<file path="config.mk">
export PLATFORM = sky130hd
export DESIGN_NAME = md5_round_ctrl_flat
export DESIGN_NICKNAME = d
export VERILOG_FILES = /design/src/rtl/md5_pkg.sv /design/src/rtl/md5_round_ctrl_if.sv /design/src/rtl/md5_step_decode.sv /design/src/rtl/md5_round_ctrl.sv /design/src/flat_wrapper.sv
export SDC_FILE = /design/constraint.sdc
export NUM_CORES = 1
export LEC_CHECK = 0
export CAP_MARGIN = 25
export CORE_ASPECT_RATIO = 1.75
export CORE_UTILIZATION = 43
export DETAILED_ROUTE_END_ITERATION = 8
export PLACE_DENSITY = 0.71
export SYNTH_ARGS = -nofsm -noshare
export SYNTH_HDL_FRONTEND = slang
export SYNTH_HIERARCHICAL = 1
export SYNTH_SLANG_ARGS = --single-unit
</file>
<file path="constraint.sdc">
create_clock -name clk -period 6.7 [get_ports clk]
set_clock_uncertainty 0.05 [all_clocks]
set_input_delay 1.34 -clock clk [delete_from_list [all_inputs] [get_ports clk]]
set_output_delay 1.34 -clock clk [all_outputs]
set_load 0.005 [all_outputs]
</file>
<file path="src/rtl/md5_pkg.sv">
// Shared types and constants for the MD5 round sequencer: FSM states, round-function
// select, per-round rotate table and the message-word index schedule.
package md5_pkg;

   localparam int         NUM_STEPS = 64;
   localparam logic [5:0] LAST_STEP = 6'(NUM_STEPS - 1);

   typedef enum logic [2:0] {
      ST_IDLE  = 3'd0,
      ST_INIT  = 3'd1,
      ST_ROUND = 3'd2,
      ST_FINAL = 3'd3,
      ST_DONE  = 3'd4
   } state_t;

   typedef enum logic [1:0] {
      FUNC_F = 2'd0,
      FUNC_G = 2'd1,
      FUNC_H = 2'd2,
      FUNC_I = 2'd3
   } func_t;

   typedef logic [4:0] shift_t;

   // Rotate amounts indexed [round][step within group of four].
   localparam shift_t [0:3][0:3] SHIFT_TBL = '{
      '{5'd7, 5'd12, 5'd17, 5'd22},
      '{5'd5, 5'd9,  5'd14, 5'd20},
      '{5'd4, 5'd11, 5'd16, 5'd23},
      '{5'd6, 5'd10, 5'd15, 5'd21}
   };

   // Only the low four bits of the step index matter since the result wraps mod 16.
   function automatic logic [3:0] msg_index(input logic [1:0] r, input logic [3:0] i_lo);
      logic [3:0] g;
      case (r)
         2'd0:    g = i_lo;
         2'd1:    g = i_lo * 4'd5 + 4'd1;
         2'd2:    g = i_lo * 4'd3 + 4'd5;
         default: g = i_lo * 4'd7;
      endcase
      return g;
   endfunction

endpackage

</file>
<file path="src/rtl/md5_round_ctrl_if.sv">
// Handshake and step-control bundle between the hash top-level / datapath (master)
// and the round sequencer (slave).
interface md5_round_ctrl_if;

   logic       start;
   logic       step_en;
   logic       busy;
   logic       init;
   logic       step_valid;
   logic [5:0] k_addr;
   logic [3:0] g_idx;
   logic [4:0] shift;
   logic [1:0] func_sel;
   logic       final_add;
   logic       done;

   modport master (
      output start, step_en,
      input  busy, init, step_valid, k_addr, g_idx, shift, func_sel, final_add, done
   );

   modport slave (
      input  start, step_en,
      output busy, init, step_valid, k_addr, g_idx, shift, func_sel, final_add, done
   );

endinterface

</file>
<file path="src/rtl/md5_step_decode.sv">
// Combinational per-step decode: step index -> message word index, rotate amount
// and round function.
module md5_step_decode
   import md5_pkg::*;
(
   input  logic [5:0] step,
   output logic [3:0] g_idx,
   output shift_t     shift,
   output func_t      func_sel
);

   logic [1:0] round;
   logic [1:0] lane;

   assign round = step[5:4];
   assign lane  = step[1:0];

   always_comb begin
      g_idx    = msg_index(round, step[3:0]);
      shift    = SHIFT_TBL[round][lane];
      func_sel = func_t'(round);
   end

endmodule

</file>
<file path="src/rtl/md5_round_ctrl.sv">
// Round sequencer for one MD5 block: chaining load, 64 stallable steps, final add, done.
//
//  state    | meaning
//  ---------+-------------------------------------------------------------
//  ST_IDLE  | waiting for start
//  ST_INIT  | init strobe, A..D loaded from chaining registers, i cleared
//  ST_ROUND | step i presented; retires on step_en, stalls otherwise
//  ST_FINAL | final_add strobe, chaining += A..D
//  ST_DONE  | done strobe, start ignored this cycle
module md5_round_ctrl
   import md5_pkg::*;
(
   input logic           clk,
   input logic           rst,
   md5_round_ctrl_if.slave bus
);

   state_t     state_q;
   state_t     state_d;
   logic [5:0] step_q;
   logic [5:0] step_d;
   logic [3:0] g_idx;
   shift_t     shift;
   func_t      func_sel;

   always_ff @(posedge clk or posedge rst) begin
      if (rst) begin
         state_q <= ST_IDLE;
         step_q  <= '0;
      end else begin
         state_q <= state_d;
         step_q  <= step_d;
      end
   end

   // Step index moves only on a retire, so the decoded outputs hold through stalls.
   always_comb begin
      state_d = state_q;
      step_d  = step_q;
      case (state_q)
         ST_IDLE: begin
            if (bus.start) state_d = ST_INIT;
         end
         ST_INIT: begin
            step_d  = '0;
            state_d = ST_ROUND;
         end
         ST_ROUND: begin
            if (bus.step_en) begin
               if (step_q == LAST_STEP) begin
                  step_d  = '0;
                  state_d = ST_FINAL;
               end else begin
                  step_d = step_q + 6'd1;
               end
            end
         end
         ST_FINAL: state_d = ST_DONE;
         ST_DONE:  state_d = ST_IDLE;
         default: begin
            state_d = ST_IDLE;
            step_d  = '0;
         end
      endcase
   end

   md5_step_decode u_decode (
      .step     (step_q),
      .g_idx    (g_idx),
      .shift    (shift),
      .func_sel (func_sel)
   );

   assign bus.busy       = (state_q != ST_IDLE);
   assign bus.init       = (state_q == ST_INIT);
   assign bus.step_valid = (state_q == ST_ROUND);
   assign bus.final_add  = (state_q == ST_FINAL);
   assign bus.done       = (state_q == ST_DONE);
   assign bus.k_addr     = step_q;
   assign bus.g_idx      = g_idx;
   assign bus.shift      = shift;
   assign bus.func_sel   = func_sel;

endmodule

</file>
<file path="src/flat_wrapper.sv">
// flat-port wrapper written by rule: the top's interface ports become plain ports
module md5_round_ctrl_flat import md5_pkg::*;
  (clk, rst, bus_start, bus_step_en, bus_busy, bus_init, bus_step_valid, bus_k_addr, bus_g_idx, bus_shift, bus_func_sel, bus_final_add, bus_done);
  md5_round_ctrl_if bus_i ();
  input logic clk;
  input logic rst;
  input wire logic [$bits(bus_i.start)-1:0] bus_start;
  input wire logic [$bits(bus_i.step_en)-1:0] bus_step_en;
  output wire logic [$bits(bus_i.busy)-1:0] bus_busy;
  output wire logic [$bits(bus_i.init)-1:0] bus_init;
  output wire logic [$bits(bus_i.step_valid)-1:0] bus_step_valid;
  output wire logic [$bits(bus_i.k_addr)-1:0] bus_k_addr;
  output wire logic [$bits(bus_i.g_idx)-1:0] bus_g_idx;
  output wire logic [$bits(bus_i.shift)-1:0] bus_shift;
  output wire logic [$bits(bus_i.func_sel)-1:0] bus_func_sel;
  output wire logic [$bits(bus_i.final_add)-1:0] bus_final_add;
  output wire logic [$bits(bus_i.done)-1:0] bus_done;
  assign bus_i.start = bus_start;
  assign bus_i.step_en = bus_step_en;
  assign bus_busy = bus_i.busy;
  assign bus_init = bus_i.init;
  assign bus_step_valid = bus_i.step_valid;
  assign bus_k_addr = bus_i.k_addr;
  assign bus_g_idx = bus_i.g_idx;
  assign bus_shift = bus_i.shift;
  assign bus_func_sel = bus_i.func_sel;
  assign bus_final_add = bus_i.final_add;
  assign bus_done = bus_i.done;
  md5_round_ctrl u_core (.clk(clk), .rst(rst), .bus(bus_i));
endmodule
</file>
; Word-level counts from Yosys, hierarchy flattened
; Index checks and enable logic that the tools add are counted.
[op_classes]
magnitude_cmp = 2
eq_ne = 10
n_reduce_logical = 6
mul = 3
n_addsub = 3
bitwise = 3
n_mux = 14
[op_table]
columns = cell, count
row1 = 20-bit binary-select mux with 2-bit select, 1
row2 = 20-bit 2-to-1 mux, 2
row3 = 6-bit 2-to-1 mux, 2
row4 = 3-bit case mux with 4 select lines, 1
row5 = 4-bit case mux with 3 select lines, 1
row6 = 6-bit case mux with 2 select lines, 1
row7 = 5-bit binary-select mux with 2-bit select, 1
row8 = 5-bit 2-to-1 mux, 2
row9 = 3-bit 2-to-1 mux, 3
row10 = "4-bit by 3-bit multiplier with 4-bit output, second input constant", 2
row11 = "6-bit by 1-bit adder with 6-bit output, second input constant", 1
row12 = "3-bit by 2-bit == test with 1-bit output, second input constant", 2
row13 = "6-bit == test, second input constant", 1
row14 = "3-bit greater-or-equal comparator, second input constant", 2
row15 = 2-bit NOT with 3-bit output, 2
row16 = "4-bit by 1-bit adder with 4-bit output, second input constant", 1
row17 = "4-bit by 3-bit adder with 4-bit output, second input constant", 1
row18 = "4-bit by 2-bit multiplier with 4-bit output, second input constant", 1
row19 = "2-bit != test, second input constant", 2
row20 = "3-bit by 1-bit == test with 1-bit output, second input constant", 1
row21 = "3-bit == test, second input constant", 1
row22 = 3-bit logical NOT, 1
row23 = 3-bit AND reduction, 1
row24 = 3-bit nonzero test, 1
row25 = other kinds (7), 7
[totals]
input_bits = 4
out_inout_bits = 22
ff_bits = 9
word_cells = 43

; Depth between registers and ports, before layout
; Gate-level depths: netlist (run 1).
[depth]
depth_word = 7
ltp_mapped = 8

; By module
; Netlist (run 1), hierarchy kept.
[modules_own_cells]
columns = module, area_each_um2, seq_area_each_um2, n_inst, cells_each
row1 = md5_step_decode, 530.5, 0.0, 1, 66
row2 = md5_round_ctrl, 519.2, 225.2, 1, 57

; Worst setup path after synthesis (run 1)
; Ideal clock, no wire load.
[synth_path]
kind = flip-flop to output port
startpoint = reg u_core.step_q[0], in the netlist u_core/bus.k_addr[0]
endpoint = out bus_g_idx[3]
slack_ps = 3423
path_buffers = 0
arrival_time_ps = 1887
path_stages_with_launch = 7
path_cell_list = dfrtp_1 > inv_1 > fa_1 > nand2b_4 > xnor2_2 > xnor2_1 > a22oi_1
[synth_via]
elab_chain_len = 3
elab_cells_between_ends = 6
[synth_lines]
columns = element, line_no
row1 = "start, declared", md5_round_ctrl.sv:20  ; logic [5:0] step_q;
row2 = "start signal, assigned", md5_round_ctrl.sv:32  ; step_q <= step_d;
row3 = 4-bit by 2-bit multiplier with 4-bit output or 4-bit by 3-bit multiplier with 4-bit output (tied branches), "md5_pkg.sv:39, md5_pkg.sv:38"
row4 = 4-bit by 3-bit adder with 4-bit output or 4-bit by 1-bit adder with 4-bit output (tied branches), "md5_pkg.sv:39, md5_pkg.sv:38"
row5 = 4-bit case mux with 3 select lines (*), md5_pkg.sv:36  ; case (r)
row6 = "end, declared", flat_wrapper.sv:13  ; output wire logic [$bits(bus_i.g_idx)-1:0] bus_g_idx;
; Every way passes the cells marked *; elsewhere a longest branch is shown, timed or not.

; Worst setup path after layout (run 1)
[layout_path]
startpoint = reg u_core.step_q[1], in the netlist u_core/bus.k_addr[1]
endpoint = out bus_g_idx[3]
; The elaborated chain is that of the path after synthesis.

==> flow_summary_export.csv, run 1 <==
group,metric,value,unit
synthesis,syn_area_per_cell,8.53,sq um
setup_path,startpoint_type,"flop",
clock_network,cts_sinks,9,
clock_network,h-tree-depth,1,
clock_network,numCtsBuffers,3,
setup_path,cp_max_fo,15,
global_routing,grt_overflow,0,
layout,area_growth,26.8,%
clock_network,clockBufferDepth,2,
synthesis,synth-main-ff-cell,"dfrtp_1",
setup_path,arrival,2.86,ns
clock_network,clk_pin_slew,0.05,ns
setup_path,setup.worst_path.class,"flop to primary output",
die,boundaryPins,26,
die,core_area,2300,sq um
die,die-area,2650,sq um
synthesis,synth.area.mux_share,5.96,%
synthesis,synthArstFlopShare,100,%
synthesis,synth.ff_latch_count,9,
timing,fmax,235,MHz
worst_hold_path,worstHoldPathCells,1,
timing,worst_slew_pin_slew,0.699,ns
global_routing,gr-usage-all-layers,20.9,%
clock_network,ctsRootBufferMaster,"clkbuf_8",
run_status,status,"completed",
drt,ant_nets,0,
pwr,power_leakage,0.581,nW
placement,gp_congestion,0.782,
drt,vias,940,
global_routing,grt_max_degree,17,
placement,preCtsSetupSlack,2.72,ns
layout,fin_cells,170,
synthesis,synth_top_family_by_area,"simple AND/OR/NAND/NOR gates",
synthesis,synth-xor-area-share,9.06,%
layout,diodes,0,
drt,drt_wl_total,2410,um
timing,finalCriticalPeriod,4.25,ns
pwr,powerDensity,372,nW/um^2
clock_network,ctsHoldBuffers,0,
synthesis,yosys.area_share.simple,24.2,%
pwr,p_total,0.495,mW
setup_path,crit_start,"u_core/bus.k_addr[1]",
setup_path,r2r.worst_path.cells,5,
die,die_w,39.4,um
drt,dr.pass1.iters,4,
timing,slew_viol_final,0,
synthesis,synth_edf_count,0,
clock_network,cts_tree,"yes",
synthesis,synth_seq_area_share,21.5,%
global_routing,grt_pass1_wl,3840,um
synthesis,synth_fp_nets,142,
clock_network,clk_latency,0.24,ns
drt,wl_per_cell,14.2,um
synthesis,netlist.area_leader.share,21.5,%
timing,slew_headroom,53.4,%
global_routing,grt_pass1_vias,874,
flow_run,cap_violations,0,
synthesis,syn_inst,123,
synthesis,yosysTopAreaCell,"dfrtp_1",
timing,setup-violations-final,0,
timing,hold_violations,0,
die,start_util,45.6,%
synthesis,synthTopCellsByArea,"dfrtp_1, ha_1, xnor2_1, nand2_1, mux2i_1",
timing,worst_slack,2.45,ns
synthesis,synth_compound_area_share,13.2,%
drt,drcViolationCount,0,
placement,portBuffers,25,
worst_hold_path,hp-start,"u_core/state_q[2]",
synthesis,ys_types,41,
setup_path,crit_required,5.31,ns
layout,drive_gt1_share,7.59,%
layout,nets,165,
synthesis,synthMostInstantiatedCell,"ha_1",
setup_path,rr_startpoint,"u_core/bus.k_addr[0]",
timing,rsz0062_at_grt,"no",
setup_path,cp-end-kind,"primary output",
placement,hpwlAfterDp,1840,um
synthesis,yosys_warnings,6,
timing,hold_slack,0.527,ns
synthesis,synth_area,1050,sq um
clock_network,post_cts_buffers,0,
placement,placed_cells,166,
placement,place_area,1290,sq um
pwr,ir_drop,0.191,mV
synthesis,ys_top_cells_by_count,"ha_1, nand2_1, nor2_1, dfrtp_1, inv_1",
die,fp.dieH,67.4,um
synthesis,post_synth_fa_ha_maj_area_fraction,18.6,%
layout,design_area,1330,sq um
drt,via_per_inst,5.53,
timing,period_share,63.4,%
timing,finalSetupTns,0,ns
drt,first_iter_violations,34,
die,rows,23,
layout,final_util,57.8,%
global_routing,antenna_found_initial,0,
clock_network,postCtsResizedCells,0,
worst_hold_path,hold_class,"flop to flop",
==> metal layers <==
metal	GRT usage, %	vias up	wire (um)
met4	9.05	0	35
met1	20.5	448	990
met5	0	-	0
met3	2.96	3	68
li1	-	469	-
met2	40.2	20	1320
==> placed cells by master, fill, tap and decap left out, types with 2 or more instances in the layout <==
cell type         n
inv_1             9
mux2i_1           4
and3_1            2
o21ai_0           7
nand2_1          11
clkdlybuf4s50_1  25
ha_1             14
a22oi_1           2
mux2_2            2
clkbuf_8          3
o22ai_1           2
xnor2_1           8
dfrtp_1           9
nor3b_1           3
nor2_1           10
nand3_1           5
and3b_2           2
a21oi_1           3
or4_1             2
nor2b_1           2
==> sequential cells by signal (all words and copies together) (netlist names) <==
name / count
u_core/bus.k_addr: 6
u_core/state_q: 3
==> final cells by class <==
class	instances	area, sq um
Sequential cell	9	225
Tap cell	25	31.3
Multi-Input combinational cell	98	746
Clock buffer	4	45.0
Timing Repair Buffer	25	250
Fill cell	213	971
Inverter	9	33.8
==> report_power, final <==
part           total [mW]  internal [mW]  switching (mW)
combinational       0.316          0.180           0.136
sequential          0.114         0.0686          0.0455
clock              0.0651         0.0416          0.0235
==> logic make-up (layout without fill, tap and decap cells) <==
kind of cell | count (synthesis) | after routing
compound gates | 22 | 22
xor+xnor | 10 | 10
fa+ha+maj | 15 | 15
buf+inv | 16 | 38
flops | 9 | 9
mux | 6 | 6
simple gates | 45 | 45
==> worst paths after layout <==
path	endpoint	slack, ns
min reg2reg	u_core/state_q[1]	0.53
max	bus_g_idx[3]	2.45
min in group asynchronous	u_core/bus.k_addr[1]	1.32
max reg2reg	u_core/bus.k_addr[3]	4.76
min	u_core/state_q[1]	0.53
max in group asynchronous	u_core/bus.k_addr[2]	5.02
==> critical path: stages, from the launching register on <==
cell,delay (ns)
dfrtp_1,0.63
inv_1,0.24
ha_1,0.41
xnor2_1,0.15
ha_1,0.21
nor3b_1,0.20
mux2i_1,0.10
a22oi_1,0.14
clkdlybuf4s50_1,0.53
Power figures use the tool's default switching activity.
==> run 2, diff against run 1 <==
--- a/config.mk
+++ b/config.mk
@@ -9,7 +9,7 @@
 export CORE_ASPECT_RATIO = 1.75
 export CORE_UTILIZATION = 43
 export DETAILED_ROUTE_END_ITERATION = 8
-export PLACE_DENSITY = 0.71
+export PLACE_DENSITY = 0.74
 export SYNTH_ARGS = -nofsm -noshare
 export SYNTH_HDL_FRONTEND = slang
 export SYNTH_HIERARCHICAL = 1
==> constraint.sdc (replaced) <==
create_clock -name clk -period 3.72 [get_ports clk]
set_clock_uncertainty 0.05 [all_clocks]
set_input_delay 0.744 -clock clk [delete_from_list [all_inputs] [get_ports clk]]
set_output_delay 0.744 -clock clk [all_outputs]
set_load 0.005 [all_outputs]
==> flow_summary_export.csv, run 2 (synthesized netlist as in run 1, its figures left out) <==
group,metric,value,unit
run_status,status,"completed",
timing,setup-violations-final,0,
drt,dr.pass1.iters,4,
global_routing,antenna_found_initial,0,
pwr,p_total,0.917,mW
worst_hold_path,hold_class,"flop to flop",
placement,portBuffers,25,
layout,n_fill_cell,219,
layout,final_util,58.5,%
drt,ant_nets,0,
layout,final_common_cell,"clkdlybuf4s50_1",
setup_path,cp-end-kind,"primary output",
clock_network,clk_pin_slew,0.04,ns
layout,fin_cells,172,
clock_network,ctsRootBufferMaster,"clkbuf_8",
timing,worst_slack,0.268,ns
global_routing,grt_max_degree,15,
clock_network,numCtsBuffers,3,
clock_network,clk_latency,0.24,ns
flow_run,cap_violations,0,
pwr,ir_drop,0.341,mV
layout,area_growth,28.2,%
placement,hpwlAfterDp,1960,um
layout,drive_gt1_share,8.84,%
timing,finalCriticalPeriod,3.45,ns
clock_network,cts_sinks,9,
drt,drcViolationCount,0,
drt,via_per_inst,5.79,
timing,finalSetupTns,0,ns
setup_path,arrival,2.66,ns
clock_network,cts_tree,"yes",
placement,placed_cells,168,
clock_network,clockBufferDepth,2,
drt,vias,996,
clock_network,h-tree-depth,1,
setup_path,startpoint_type,"flop",
placement,gp_congestion,0.795,
clock_network,post_cts_buffers,0,
layout,largest_reg_flops,6,
setup_path,crit_required,2.93,ns
die,start_util,45.6,%
die,rows,23,
setup_path,setup.worst_path.class,"flop to primary output",
pwr,powerDensity,681,nW/um^2
clock_network,postCtsResizedCells,0,
drt,first_iter_violations,20,
timing,slew_viol_final,0,
die,die_w,39.4,um
timing,hold_violations,0,
layout,nets,167,
clock_network,ctsHoldBuffers,0,
timing,slew_headroom,51.7,%
die,die-area,2650,sq um
layout,diodes,0,
die,fp.dieH,67.4,um
timing,period_share,92.8,%
global_routing,grt_pass1_wl,4100,um
setup_path,cp_max_fo,11,
timing,rsz0062_at_grt,"no",
drt,wl_per_cell,14.6,um
global_routing,grt_overflow,0,
timing,worst_slew_pin_slew,0.724,ns
global_routing,grt_pass1_vias,979,
layout,mostFrequentLayoutCells,"clkdlybuf4s50_1, ha_1, nand2_1",
pwr,power_leakage,0.592,nW
die,core_area,2300,sq um
drt,drt_wl_total,2510,um
timing,fmax,290,MHz
global_routing,gr-usage-all-layers,22.5,%
placement,preCtsSetupSlack,0.518,ns
die,boundaryPins,26,
## run 2: power breakdown
part	internal, mW	total (mW)	switching, mW
combinational	0.339	0.624	0.285
clock	0.0747	0.114	0.0395
sequential	0.124	0.179	0.0551
total	0.537	0.917	0.380
## run 2: layout make-up
type,count,area (sq um),share of cell area (%)
timing repair buffer,27,265,19.7
tap,25,31.3,2.32
sequential,9,225,16.7
inverter,9,33.8,2.51
multi-input combinational,98,746,55.4
clock buffer,4,45.0,3.35
## run 2: layer usage
| layer | share of wire [%] | wire length [um] | GRT usage (%) | up-vias |
|---|---|---|---|---|
| met1 | 34 | 853 | 20.6 | 471 |
| li1 | - | - | - | 473 |
| met4 | 4.1 | 104 | 18.5 | 0 |
| met2 | 57 | 1440 | 40.4 | 41 |
| met5 | 0 | 0 | 0 | - |
| met3 | 4.5 | 114 | 2.96 | 11 |
## run 2: per-stage QoR
| stage | instance area (sq um) | hold WS (ns) |
|---|---|---|
| after global placement | 1300 | 0.521 |
| final | 1350 | 0.556 |
| after floorplan | 1050 | 0.454 |
| after detailed placement | 1300 | 0.558 |
| after global routing | 1350 | 0.586 |
| after CTS | 1350 | 0.567 |
## run 2: critical path, cell delays in order, from the launching register on
cell,delay [ns]
dfrtp_1,0.55
inv_1,0.14
ha_1,0.37
xnor2_1,0.17
ha_1,0.22
nor3b_1,0.21
mux2i_1,0.10
a22oi_1,0.14
clkdlybuf4s50_1,0.52
## run 2: path summary, 6_finish.rpt
| path | from | endpoint | slack, ns | cells after the start |
|---|---|---|---|---|
| setup reg to reg | u_core/state_q[1] | u_core/bus.k_addr[2] | 1.90 | 4 |
| hold reg to reg | u_core/state_q[2] | u_core/state_q[1] | 0.56 | 1 |
| min in group asynchronous | rst | u_core/bus.k_addr[2] | 0.72 | 2 |
| max in group asynchronous | rst | u_core/bus.k_addr[5] | 2.65 | 2 |
| hold / removal | u_core/state_q[2] | u_core/state_q[1] | 0.56 | 1 |
| setup / recovery | u_core/bus.k_addr[2] | bus_g_idx[3] | 0.27 | 8 |
